## src/rtl/spi_sram_prefetch.sv

```systemverilog
// rtl/spi_sram_prefetch.sv - read-ahead word FIFO between the SPI controller and the SRAM arbiter
//
// Purpose: when a burst read starts, this block fetches sequential 16-bit SRAM
// words through the arbiter's req/ack port. It keeps them in a small circular
// FIFO so the SPI side can pop words without waiting on arbitration for each one.
// Write traffic does not pass through this block.
//
// Optional feature: define PREFETCH_STATS_EN to add the underrun_count port.
// This port is a saturating count of pops made while the FIFO was empty.
//
// Ports:
//   clk200          in   1       single 200 MHz clock
//   reset_n         in   1       asynchronous active-low reset
//   rd_start        in   1       pulse: flush, begin burst at start_address
//   start_address   in   ADDR_W  burst start word address (sampled with rd_start)
//   rd_stop         in   1       pulse: end burst, flush FIFO
//   rd_pop          in   1       pulse: consume head word
//   rd_valid        out  1       FIFO non-empty
//   rd_data         out  16      registered head word
//   underrun        out  1       sticky empty-pop flag, cleared by rd_start
//   sram_req        out  1       request to arbiter
//   sram_ack        in   1       completion pulse from arbiter
//   sram_address    out  ADDR_W  request word address, stable while sram_req=1
//   sram_in         in   16      read data, valid with sram_ack
//   underrun_count  out  16      (PREFETCH_STATS_EN only) saturating empty-pop count

module spi_sram_prefetch #(
  parameter int DEPTH_LOG2 = 2,
  parameter int ADDR_W     = 20
) (
  input  logic              clk200,
  input  logic              reset_n,
  input  logic              rd_start,
  input  logic [ADDR_W-1:0] start_address,
  input  logic              rd_stop,
  input  logic              rd_pop,
  output logic              rd_valid,
  output logic [15:0]       rd_data,
  output logic              underrun,
  output logic              sram_req,
  input  logic              sram_ack,
  output logic [ADDR_W-1:0] sram_address,
  input  logic [15:0]       sram_in
`ifdef PREFETCH_STATS_EN
  ,
  output logic [15:0]       underrun_count
`endif
);

  localparam int DEPTH = 2 ** DEPTH_LOG2;
  localparam logic [DEPTH_LOG2:0]   CNT_FULL = (DEPTH_LOG2 + 1)'(DEPTH);
  localparam logic [DEPTH_LOG2:0]   CNT_ONE  = (DEPTH_LOG2 + 1)'(1);
  localparam logic [DEPTH_LOG2-1:0] PTR_ONE  = DEPTH_LOG2'(1);
  localparam logic [ADDR_W-1:0]     ADDR_ONE = ADDR_W'(1);

  typedef enum logic [1:0] {
    S_IDLE  = 2'd0,
    S_FETCH = 2'd1,
    S_GAP   = 2'd2
  } state_e;

  state_e                state_q, state_d;
  logic                  active_q, active_d;
  logic                  discard_q, discard_d;
  logic [ADDR_W-1:0]     next_addr_q, next_addr_d;
  logic [ADDR_W-1:0]     req_addr_q, req_addr_d;
  logic [DEPTH_LOG2-1:0] wr_ptr_q, wr_ptr_d;
  logic [DEPTH_LOG2-1:0] rd_ptr_q, rd_ptr_d;
  logic [DEPTH_LOG2:0]   count_q, count_d;
  logic                  underrun_q, underrun_d;
  logic [15:0]           rd_data_q, rd_data_d;
  logic [15:0]           mem_q [DEPTH];
  logic [15:0]           mem_d [DEPTH];

  logic                  flush;
  logic                  ack_fetch;
  logic                  push;
  logic                  pop;
  logic                  empty_pop;
  logic [ADDR_W-1:0]     issue_addr;

  always_comb begin
    flush     = rd_start | rd_stop;
    ack_fetch = (state_q == S_FETCH) && sram_ack;
    // A flush in the ack cycle beats the push; a stale (discarded) ack never pushes.
    push      = ack_fetch && !discard_q && !flush;
    pop       = rd_pop && (count_q != '0) && !flush;
    empty_pop = rd_pop && (count_q == '0);
    // An issue in the same cycle as rd_start must already use the new address.
    issue_addr = rd_start ? start_address : next_addr_q;

    state_d     = state_q;
    active_d    = active_q;
    discard_d   = discard_q;
    next_addr_d = next_addr_q;
    req_addr_d  = req_addr_q;
    wr_ptr_d    = wr_ptr_q;
    rd_ptr_d    = rd_ptr_q;
    count_d     = count_q;
    underrun_d  = underrun_q;
    mem_d       = mem_q;
    rd_data_d   = 16'h0000;

    if (rd_start) begin
      active_d    = 1'b1;
      next_addr_d = start_address;
    end else if (rd_stop) begin
      active_d = 1'b0;
    end

    // The outstanding request always completes. When the burst changes
    // underneath it, remember to drop its data.
    if (ack_fetch) begin
      discard_d = 1'b0;
    end else if ((state_q == S_FETCH) && flush) begin
      discard_d = 1'b1;
    end

    if (rd_start) begin
      underrun_d = 1'b0;
    end else if (empty_pop) begin
      underrun_d = 1'b1;
    end

    if (flush) begin
      wr_ptr_d = '0;
      rd_ptr_d = '0;
      count_d  = '0;
    end else begin
      if (push) begin
        mem_d[wr_ptr_q] = sram_in;
        wr_ptr_d        = wr_ptr_q + PTR_ONE;
      end
      if (pop) begin
        rd_ptr_d = rd_ptr_q + PTR_ONE;
      end
      case ({push, pop})
        2'b10:   count_d = count_q + CNT_ONE;
        2'b01:   count_d = count_q - CNT_ONE;
        default: count_d = count_q;
      endcase
    end

    // Register the head word that will be visible after this edge. When the
    // new head is being written this cycle, the FIFO was empty, so take the
    // incoming data directly.
    if (count_d != '0) begin
      if (push && (wr_ptr_q == rd_ptr_d)) begin
        rd_data_d = sram_in;
      end else begin
        rd_data_d = mem_q[rd_ptr_d];
      end
    end

    case (state_q)
      S_IDLE: begin
        // Issuing only below full guarantees the eventual ack push has room.
        if (active_d && (count_d < CNT_FULL)) begin
          state_d     = S_FETCH;
          req_addr_d  = issue_addr;
          next_addr_d = issue_addr + ADDR_ONE;
        end
      end
      S_FETCH: begin
        if (sram_ack) begin
          state_d = S_GAP;
        end
      end
      S_GAP: begin
        state_d = S_IDLE;
      end
      default: begin
        state_d = S_IDLE;
      end
    endcase
  end

  always_ff @(posedge clk200 or negedge reset_n) begin
    if (!reset_n) begin
      state_q     <= S_IDLE;
      active_q    <= 1'b0;
      discard_q   <= 1'b0;
      next_addr_q <= '0;
      req_addr_q  <= '0;
      wr_ptr_q    <= '0;
      rd_ptr_q    <= '0;
      count_q     <= '0;
      underrun_q  <= 1'b0;
      rd_data_q   <= 16'h0000;
      for (int i = 0; i < DEPTH; i++) begin
        mem_q[i] <= 16'h0000;
      end
    end else begin
      state_q     <= state_d;
      active_q    <= active_d;
      discard_q   <= discard_d;
      next_addr_q <= next_addr_d;
      req_addr_q  <= req_addr_d;
      wr_ptr_q    <= wr_ptr_d;
      rd_ptr_q    <= rd_ptr_d;
      count_q     <= count_d;
      underrun_q  <= underrun_d;
      rd_data_q   <= rd_data_d;
      for (int i = 0; i < DEPTH; i++) begin
        mem_q[i] <= mem_d[i];
      end
    end
  end

  assign rd_valid     = (count_q != '0);
  assign rd_data      = rd_data_q;
  assign underrun     = underrun_q;
  assign sram_req     = (state_q == S_FETCH);
  assign sram_address = (state_q == S_FETCH) ? req_addr_q : '0;

`ifdef PREFETCH_STATS_EN
  logic [15:0] underrun_count_q, underrun_count_d;

  always_comb begin
    underrun_count_d = underrun_count_q;
    if (empty_pop && (underrun_count_q != 16'hFFFF)) begin
      underrun_count_d = underrun_count_q + 16'h0001;
    end
  end

  always_ff @(posedge clk200 or negedge reset_n) begin
    if (!reset_n) begin
      underrun_count_q <= 16'h0000;
    end else begin
      underrun_count_q <= underrun_count_d;
    end
  end

  assign underrun_count = underrun_count_q;
`endif

endmodule

```

## config.mk

```make
export PLATFORM = sky130hd
export DESIGN_NAME = spi_sram_prefetch
export DESIGN_NICKNAME = d
export VERILOG_FILES = /design/src/rtl/spi_sram_prefetch.sv
export SDC_FILE = /design/constraint.sdc
export NUM_CORES = 1
export LEC_CHECK = 0
export BUFFER_PORTS_ARGS = -buffer_cell sky130_fd_sc_hd__buf_2
export CORE_MARGIN = 2
export CORE_UTILIZATION = 52
export CTS_BUF_LIST = sky130_fd_sc_hd__clkbuf_8 sky130_fd_sc_hd__clkbuf_16
export DETAILED_ROUTE_END_ITERATION = 8
export PLACE_DENSITY = 0.74
export SLEW_MARGIN = 5
export SYNTH_ARGS = -nofsm -noshare
export SYNTH_HDL_FRONTEND = slang
export SYNTH_SLANG_ARGS = --single-unit
export TNS_END_PERCENT = 30
```

## constraint.sdc

```tcl
create_clock -name clk200 -period 3.4 [get_ports clk200]
set_clock_uncertainty 0.05 [all_clocks]
set_input_delay 0.68 -clock clk200 [delete_from_list [all_inputs] [get_ports clk200]]
set_output_delay 0.68 -clock clk200 [all_outputs]
set_load 0.01 [all_outputs]
```

=== Yosys cells after proc, flatten, opt, wreduce, memory -nomap -nowiden ===
Index checks and enable logic that the tools add are counted.
W data, S select, Z words.

* Flip-flop bits (word level): 132
* Input bits: 42
* Logic and storage cells: 82
* Output and inout bits: 39

* Eq/ne operators: 6
* Bitwise operators: 4
* Mux-type cells: 27
* $lt $le $gt $ge: 4
* Reductions and logical operators: 22
* Add/subtract/negate cells: 5

{| class="wikitable"
|+ Operator list
! kind !! number
|-
| $mux W16 || 5
|-
| $mux W20 || 4
|-
| $bwmux W64 || 1
|-
| $bmux W16 S2 || 1
|-
| $demux W16 S2 || 1
|-
| $add A20 B1 Y20 const B || 1
|-
| $mux W2 || 6
|-
| $logic_and A1 B1 Y1 || 10
|-
| $ge A3 B3 Y1 const B || 2
|-
| $mux W1 || 6
|-
| $not A2 Y3 || 2
|-
| $pmux W3 S2 || 1
|-
| $reduce_and A2 Y1 || 3
|-
| $reduce_bool A2 Y1 || 3
|-
| $reduce_bool A3 Y1 || 2
|-
| $add A2 B1 Y2 const B || 2
|-
| $eq A2 B1 Y1 const B || 2
|-
| $pmux W2 S2 || 1
|-
| $add A3 B1 Y3 const B || 1
|-
| $logic_not A3 Y1 || 1
|-
| $lt A3 B1 Y1 const B || 1
|-
| $lt A3 B3 Y1 const B || 1
|-
| $mux W3 || 1
|-
| $sub A3 B1 Y3 const B || 1
|-
| other kinds (8) || 9
|}

=== Depth between registers and ports, before layout ===
* Depth in word-level cells: 11
* Mapped depth: 15
* Gate-level depth less buffers: 12

=== Worst setup path after synthesis ===
Ideal clock, no wire load.

* Path kind: in2reg
* Start point: input rd_start
* End point: register rd_data_q[0] (netlist: rd_data[0])
* Path buffers: 3
* Arrival: 3.510 ns
* Required time: 3.203 ns
* Cell stages on the path: 13
* Setup time: 0.147 ns
* Path slack: -0.307 ns
* Path through: buf_4 -> or2_1 -> buf_2 -> nor3_2 -> inv_2 -> ha_1 -> fa_1 -> xnor2_1 -> o211ai_1 -> nand2_1 -> nor3_1 -> clkbuf_1 -> a21oi_2

* Elaborated cells on any way between the ends: 19
* Those cells by class: eq/ne: 3; mux: 9; bitwise: 2; reduce/logical: 5

{| class="wikitable"
|+ RTL lines
! element !! RTL line !! text
|-
| start: declaration || 33 || <nowiki>input logic rd_start,</nowiki>
|-
| $or A1 B1 Y1 (*) || 83 || <nowiki>flush = rd_start | rd_stop;</nowiki>
|-
| $logic_not A1 Y1 || 86, 87 ||
|-
| $logic_and A1 B1 Y1, on equally long branches || 87, 86 ||
|-
| $eq A2 B1 Y1 or $eq A2 B2 Y1 (tied branches) || 137 || <nowiki>case ({push, pop})</nowiki>
|-
| $pmux W3 S2 || 137 ||
|-
| $mux W3 (*) || 125 || <nowiki>if (flush) begin</nowiki>
|-
| net count_d[2] || 69 || <nowiki>logic [DEPTH_LOG2:0] count_q, count_d;</nowiki>
|-
| $reduce_bool A3 Y1 (*) || 147 || <nowiki>if (count_d != '0) begin</nowiki>
|-
| $mux W16 (*) || 147 ||
|-
| net rd_data_d[0] || 71 || <nowiki>logic [15:0] rd_data_q, rd_data_d;</nowiki>
|-
| end signal: assignment || 203 || <nowiki>rd_data_q <= rd_data_d;</nowiki>
|-
| end: declaration || 71 ||
|}

Mark *: on every way through the listed nets, which the timed path passes. The rest lies on a longest branch. The select of a mux whose other input is x is not followed.
A chain may end at the register's enable or synchronous reset.

=== Final worst setup path ===
* Start point: register count_q[1]
* End point: register next_addr_q[7]

* Cells in the longest elaborated chain, start to end: 10
* Elaborated cells on any way between the ends: 13
* Those cells by class: add/sub: 2; order compare: 1; eq/ne: 2; mux: 4; reduce/logical: 4

{| class="wikitable"
|+ Ends and longest elaborated chain
! element !! RTL line !! text
|-
| start: declaration || 69 ||
|-
| start signal: assignment || 201 || <nowiki>count_q <= count_d;</nowiki>
|-
| $reduce_bool A3 Y1 || 87 || <nowiki>pop = rd_pop && (count_q != '0) && !flush;</nowiki>
|-
| $logic_and A1 B1 Y1 (2 in a row) || 87 ||
|-
| $eq A2 B1 Y1 or $eq A2 B2 Y1 (tied branches) || 137 ||
|-
| $pmux W3 S2 (*) || 137 ||
|-
| $mux W3 (*) || 125 ||
|-
| $lt A3 B3 Y1 (*) || 158 || <nowiki>if (active_d && (count_d < CNT_FULL)) begin</nowiki>
|-
| $logic_and A1 B1 Y1 (*) || 158 ||
|-
| $mux W20 (*) || 158 ||
|-
| $mux W20 (*) || 155 || <nowiki>case (state_q)</nowiki>
|-
| net next_addr_d[7] || 65 || <nowiki>logic [ADDR_W-1:0] next_addr_q, next_addr_d;</nowiki>
|-
| end signal: assignment || 197 || <nowiki>next_addr_q <= next_addr_d;</nowiki>
|-
| end: declaration || 65 ||
|}

Mark *: on every way through the listed nets, which the timed path passes. The rest lies on a longest branch.

==> Flow_metrics.wiki <==
{| class="wikitable"
! Metric !! Value
|-
| Startpoint of the worst-slack reg-to-reg timing path || count_q[1]
|-
| Critical path's largest stage delay || just under 0.6 ns
|-
| Count of synthesis-stage warnings from yosys || 0
|-
| Synthesized netlist net count || 598
|-
| GRT Overall Usage || 23.6%
|-
| Total via count after detailed routing || 4,570
|-
| Total routed wirelength || 14,300 um
|-
| Resized cells post-CTS || 0
|-
| Routed length per placed instance || 17.8 um
|-
| Count of state elements after synthesis || 132
|-
| Post-route clock period utilization || 93.4%
|-
| Post-place setup slack || -0.0207 ns
|-
| Die Height || 114 um
|-
| Post-DP HPWL || around 9200 um
|-
| Start point of the critical path || count_q[1]
|-
| LEAKAGE || roughly 3.6 nW
|-
| Clock sink total || 132
|-
| Placed Instance Area || ~7000 sq um
|-
| Crit path kind || register to register
|-
| Slowest cell on the critical path || sky130_fd_sc_hd__or4_1
|-
| Class of the worst hold path || input port to asynchronous set/reset pin
|-
| Critical path capture point type || register
|-
| Area Growth Syn to Fin || 20.2%
|-
| Cell type with the largest total area after synthesis || sky130_fd_sc_hd__dfrtp_1
|-
| Summed negative setup slack over all endpoints || 0 ns
|-
| Initial standard-cell utilization of the core || 52.8%
|-
| Final setup violating endpoints || 0
|-
| Main area contributors after synthesis || sky130_fd_sc_hd__dfrtp_1 (53%), sky130_fd_sc_hd__mux2_2 (12%), sky130_fd_sc_hd__nand2_1 (4.4%)
|-
| Proportion of synthesized chip area in sequential cells || 52.5%
|-
| CTS clock-pin slew for the worst setup and hold paths || ~0.05 ns
|-
| Number of global-route vias before repair || 4,722
|-
| Most common cell after layout, fill and taps aside || sky130_fd_sc_hd__dfrtp_1
|-
| Total clock buffers created by CTS || 17
|-
| WP data required || 3.63 ns
|-
| Maximum number of pins on one net before global-route repair || 69
|-
| Rel. slew slack || 40.6%
|-
| Ys async rst share || 100%
|-
| Total buffers and inverters traversed by the critical path || 0
|-
| Setup repair after global routing missed its margin || no
|-
| Hold_buf cts || 0
|-
| Pwr Density || about 640 nW/um^2
|-
| CTS tree || yes
|-
| Placeable core area || around 12,000 sq um
|-
| Number of filler instances in the final layout || 910
|-
| Max-slew violations || 0
|-
| Global-route wire length before repair || 23,600 um
|-
| Measured slew at the worst slew-check pin || 0.889 ns
|-
| Synth Area per Inst || 11.5 sq um
|-
| I/O pin total || 81
|-
| Total Die Area || approximately 13,000 sq um
|-
| Design Area, Final || 7560 sq um
|-
| Post-CTS repair timing setup buffer count || 0
|-
| Final-stage net count || 692
|-
| Critical path fanouts, max || 6
|-
| Crit path arrival time || 3.40 ns
|-
| Fraction of final layout cells sized beyond drive strength 1 || 35.9%
|-
| Peak supply drop || 506 uV
|-
| Worst-Skew Late Latency || 0.42 ns
|-
| Post-synth cell types || 50
|-
| Status || finished clean
|-
| Placer congestion estimate || ~0.84
|-
| Overflow left after global routing || 0
|-
| CTS root buf || sky130_fd_sc_hd__clkbuf_16
|-
| Final ANT Viol Nets || 0
|-
| Max Freq || 0.315 GHz
|-
| Number of antenna violations at the first check in global routing || 0
|-
| Iteration-0 DRC Markers || 303
|-
| Crit path max-delay family || simple AND/OR/NAND/NOR gates
|-
| Worst-path cell chain || o31ai_2 -> nor2_1 -> ha_4 -> fa_2 -> xnor2_1 -> or4_1 -> nand4b_1 -> nor2_1 -> xnor2_1 -> mux2i_1
|-
| H-tree depth reported by CTS || 4
|-
| Minimum clock period || 3.17 ns
|-
| Row count || 40
|-
| Final standard cell utilization of the core || 63.5%
|-
| Netlist area before placement || between 6000 and 7000 sq um
|-
| Die width || 114 um
|-
| Most used flip-flop cell after synthesis || sky130_fd_sc_hd__dfrtp_1
|-
| Commonest cells after routing, fill and taps aside || sky130_fd_sc_hd__dfrtp_1 (132), sky130_fd_sc_hd__buf_2 (79), sky130_fd_sc_hd__nand2_1 (74)
|-
| Count of inserted antenna diode cells || 0
|-
| Number of flops mapped to enable cells by yosys || 0
|-
| First-pass detailed-route iteration total || 4
|-
| Post-route worst setup slack || 0.226 ns
|-
| DRC violations left || 0
|-
| Element type at the critical path start || register
|-
| Top-area cell type share of the netlist area || 52.5%
|-
| Number of cells produced by synthesis || 549
|-
| Port Buf Inserts || 80
|-
| Number of vias per cell || 5.70
|-
| Hold violation total from the final report || 0
|-
| Max-cap check violation count || 0
|-
| Largest buffer count on any clock path || 2
|}
==> cell type report <==
type / instances / area [sq um] / area share [%]
clock buffer: 18 / 439 / 5.81
clock inverter: 13 / 143 / 1.89
inverter: 10 / 37.5 / 0.496
multi-input combinational: 378 / 2830 / 37.5
sequential: 132 / 3300 / 43.7
tap: 147 / 184 / 2.43
timing repair buffer: 104 / 621 / 8.21
==> metal layers <==
metal  part of all wire (%)  vias up  routed length [um]  global-route usage (%)
li1                       -     2119                   -                       -
met1                     43     2317                6110                    30.0
met2                     51      115                7230                    39.2
met3                    5.2       19                 739                    5.84
met4                    1.4        0                 199                    9.02
met5                      0        -                   0                       0
==> stage by stage <==
| stage | hold WS, ns | cells | power, mW |
|---|---|---|---|
| floorplan | 0.334 | 549 | 2.69 |
| global placement | 0.407 | 771 | 3.00 |
| detailed placement | 0.416 | 771 | 3.06 |
| CTS | 0.365 | 802 | 4.86 |
| global route | 0.396 | 802 | 5.09 |
| finish | 0.322 | 802 | 4.84 |
==> path summary, 6_finish.rpt <==
kind                       cells after the start               to  slack, ns
max                                           10   next_addr_q[7]       0.23
max reg2reg                                   10   next_addr_q[7]       0.23
min                                            1   next_addr_q[0]       0.32
max in group asynchronous                      2  next_addr_q[19]       2.19
min in group clk200                            2   req_addr_q[16]       0.42
min reg2reg                                    2   req_addr_q[16]       0.42
==> cell usage after synthesis, types with 4 or more instances <==
| library cell | n |
|---|---|
| sky130_fd_sc_hd__mux2_2 | 66 |
| sky130_fd_sc_hd__inv_1 | 9 |
| sky130_fd_sc_hd__nor2b_1 | 7 |
| sky130_fd_sc_hd__a21oi_2 | 10 |
| sky130_fd_sc_hd__clkbuf_1 | 12 |
| sky130_fd_sc_hd__nand2_2 | 10 |
| sky130_fd_sc_hd__dfrtp_1 | 132 |
| sky130_fd_sc_hd__a311o_1 | 16 |
| sky130_fd_sc_hd__mux2i_1 | 19 |
| sky130_fd_sc_hd__a21oi_1 | 18 |
| sky130_fd_sc_hd__and2_1 | 20 |
| sky130_fd_sc_hd__o21ai_0 | 22 |
| sky130_fd_sc_hd__nand3_1 | 9 |
| sky130_fd_sc_hd__o22ai_1 | 16 |
| sky130_fd_sc_hd__xnor2_1 | 11 |
| sky130_fd_sc_hd__buf_2 | 9 |
| sky130_fd_sc_hd__ha_1 | 6 |
| sky130_fd_sc_hd__nor3_1 | 4 |
| sky130_fd_sc_hd__nor2_1 | 20 |
| sky130_fd_sc_hd__nand2_1 | 74 |
| sky130_fd_sc_hd__xor2_1 | 15 |
==> cells by family after synthesis <==
family,share of synthesized area [%]
adders and majority gates,1.51
DFF,52.5
xor gates and xnor gates,4.14
buffers and inverters,2.94
AOI/OAI and AO/OA,11.1
muxes,14.8
and+or+nand+nor,12.9
==> flip-flops by register name, summed over array words and instances, names as in the netlist <==
register     cells
underrun         1
wr_ptr_q         2
rd_data         16
active_q         1
discard_q        1
state_q          2
rd_ptr_q         2
mem_q           64
req_addr_q      20
count_q          3
next_addr_q     20
==> worst register-to-register path, stage by stage (launching register included) <==
cell and delay, ns:
sky130_fd_sc_hd__dfrtp_1 0.48, sky130_fd_sc_hd__o31ai_2 0.43, sky130_fd_sc_hd__nor2_1 0.13, sky130_fd_sc_hd__ha_4 0.18, sky130_fd_sc_hd__fa_2 0.33, sky130_fd_sc_hd__xnor2_1 0.14
sky130_fd_sc_hd__or4_1 0.59, sky130_fd_sc_hd__nand4b_1 0.32, sky130_fd_sc_hd__nor2_1 0.11, sky130_fd_sc_hd__xnor2_1 0.17, sky130_fd_sc_hd__mux2i_1 0.10
==> power breakdown <==
group	internal [mW]	leakage, nW	switching (mW)
Combinational	0.487	1.53	0.550
Sequential	1.85	1.73	0.151
Clock	1.15	0.293	0.649
No activity file was read; power rests on OpenSTA's default activity.
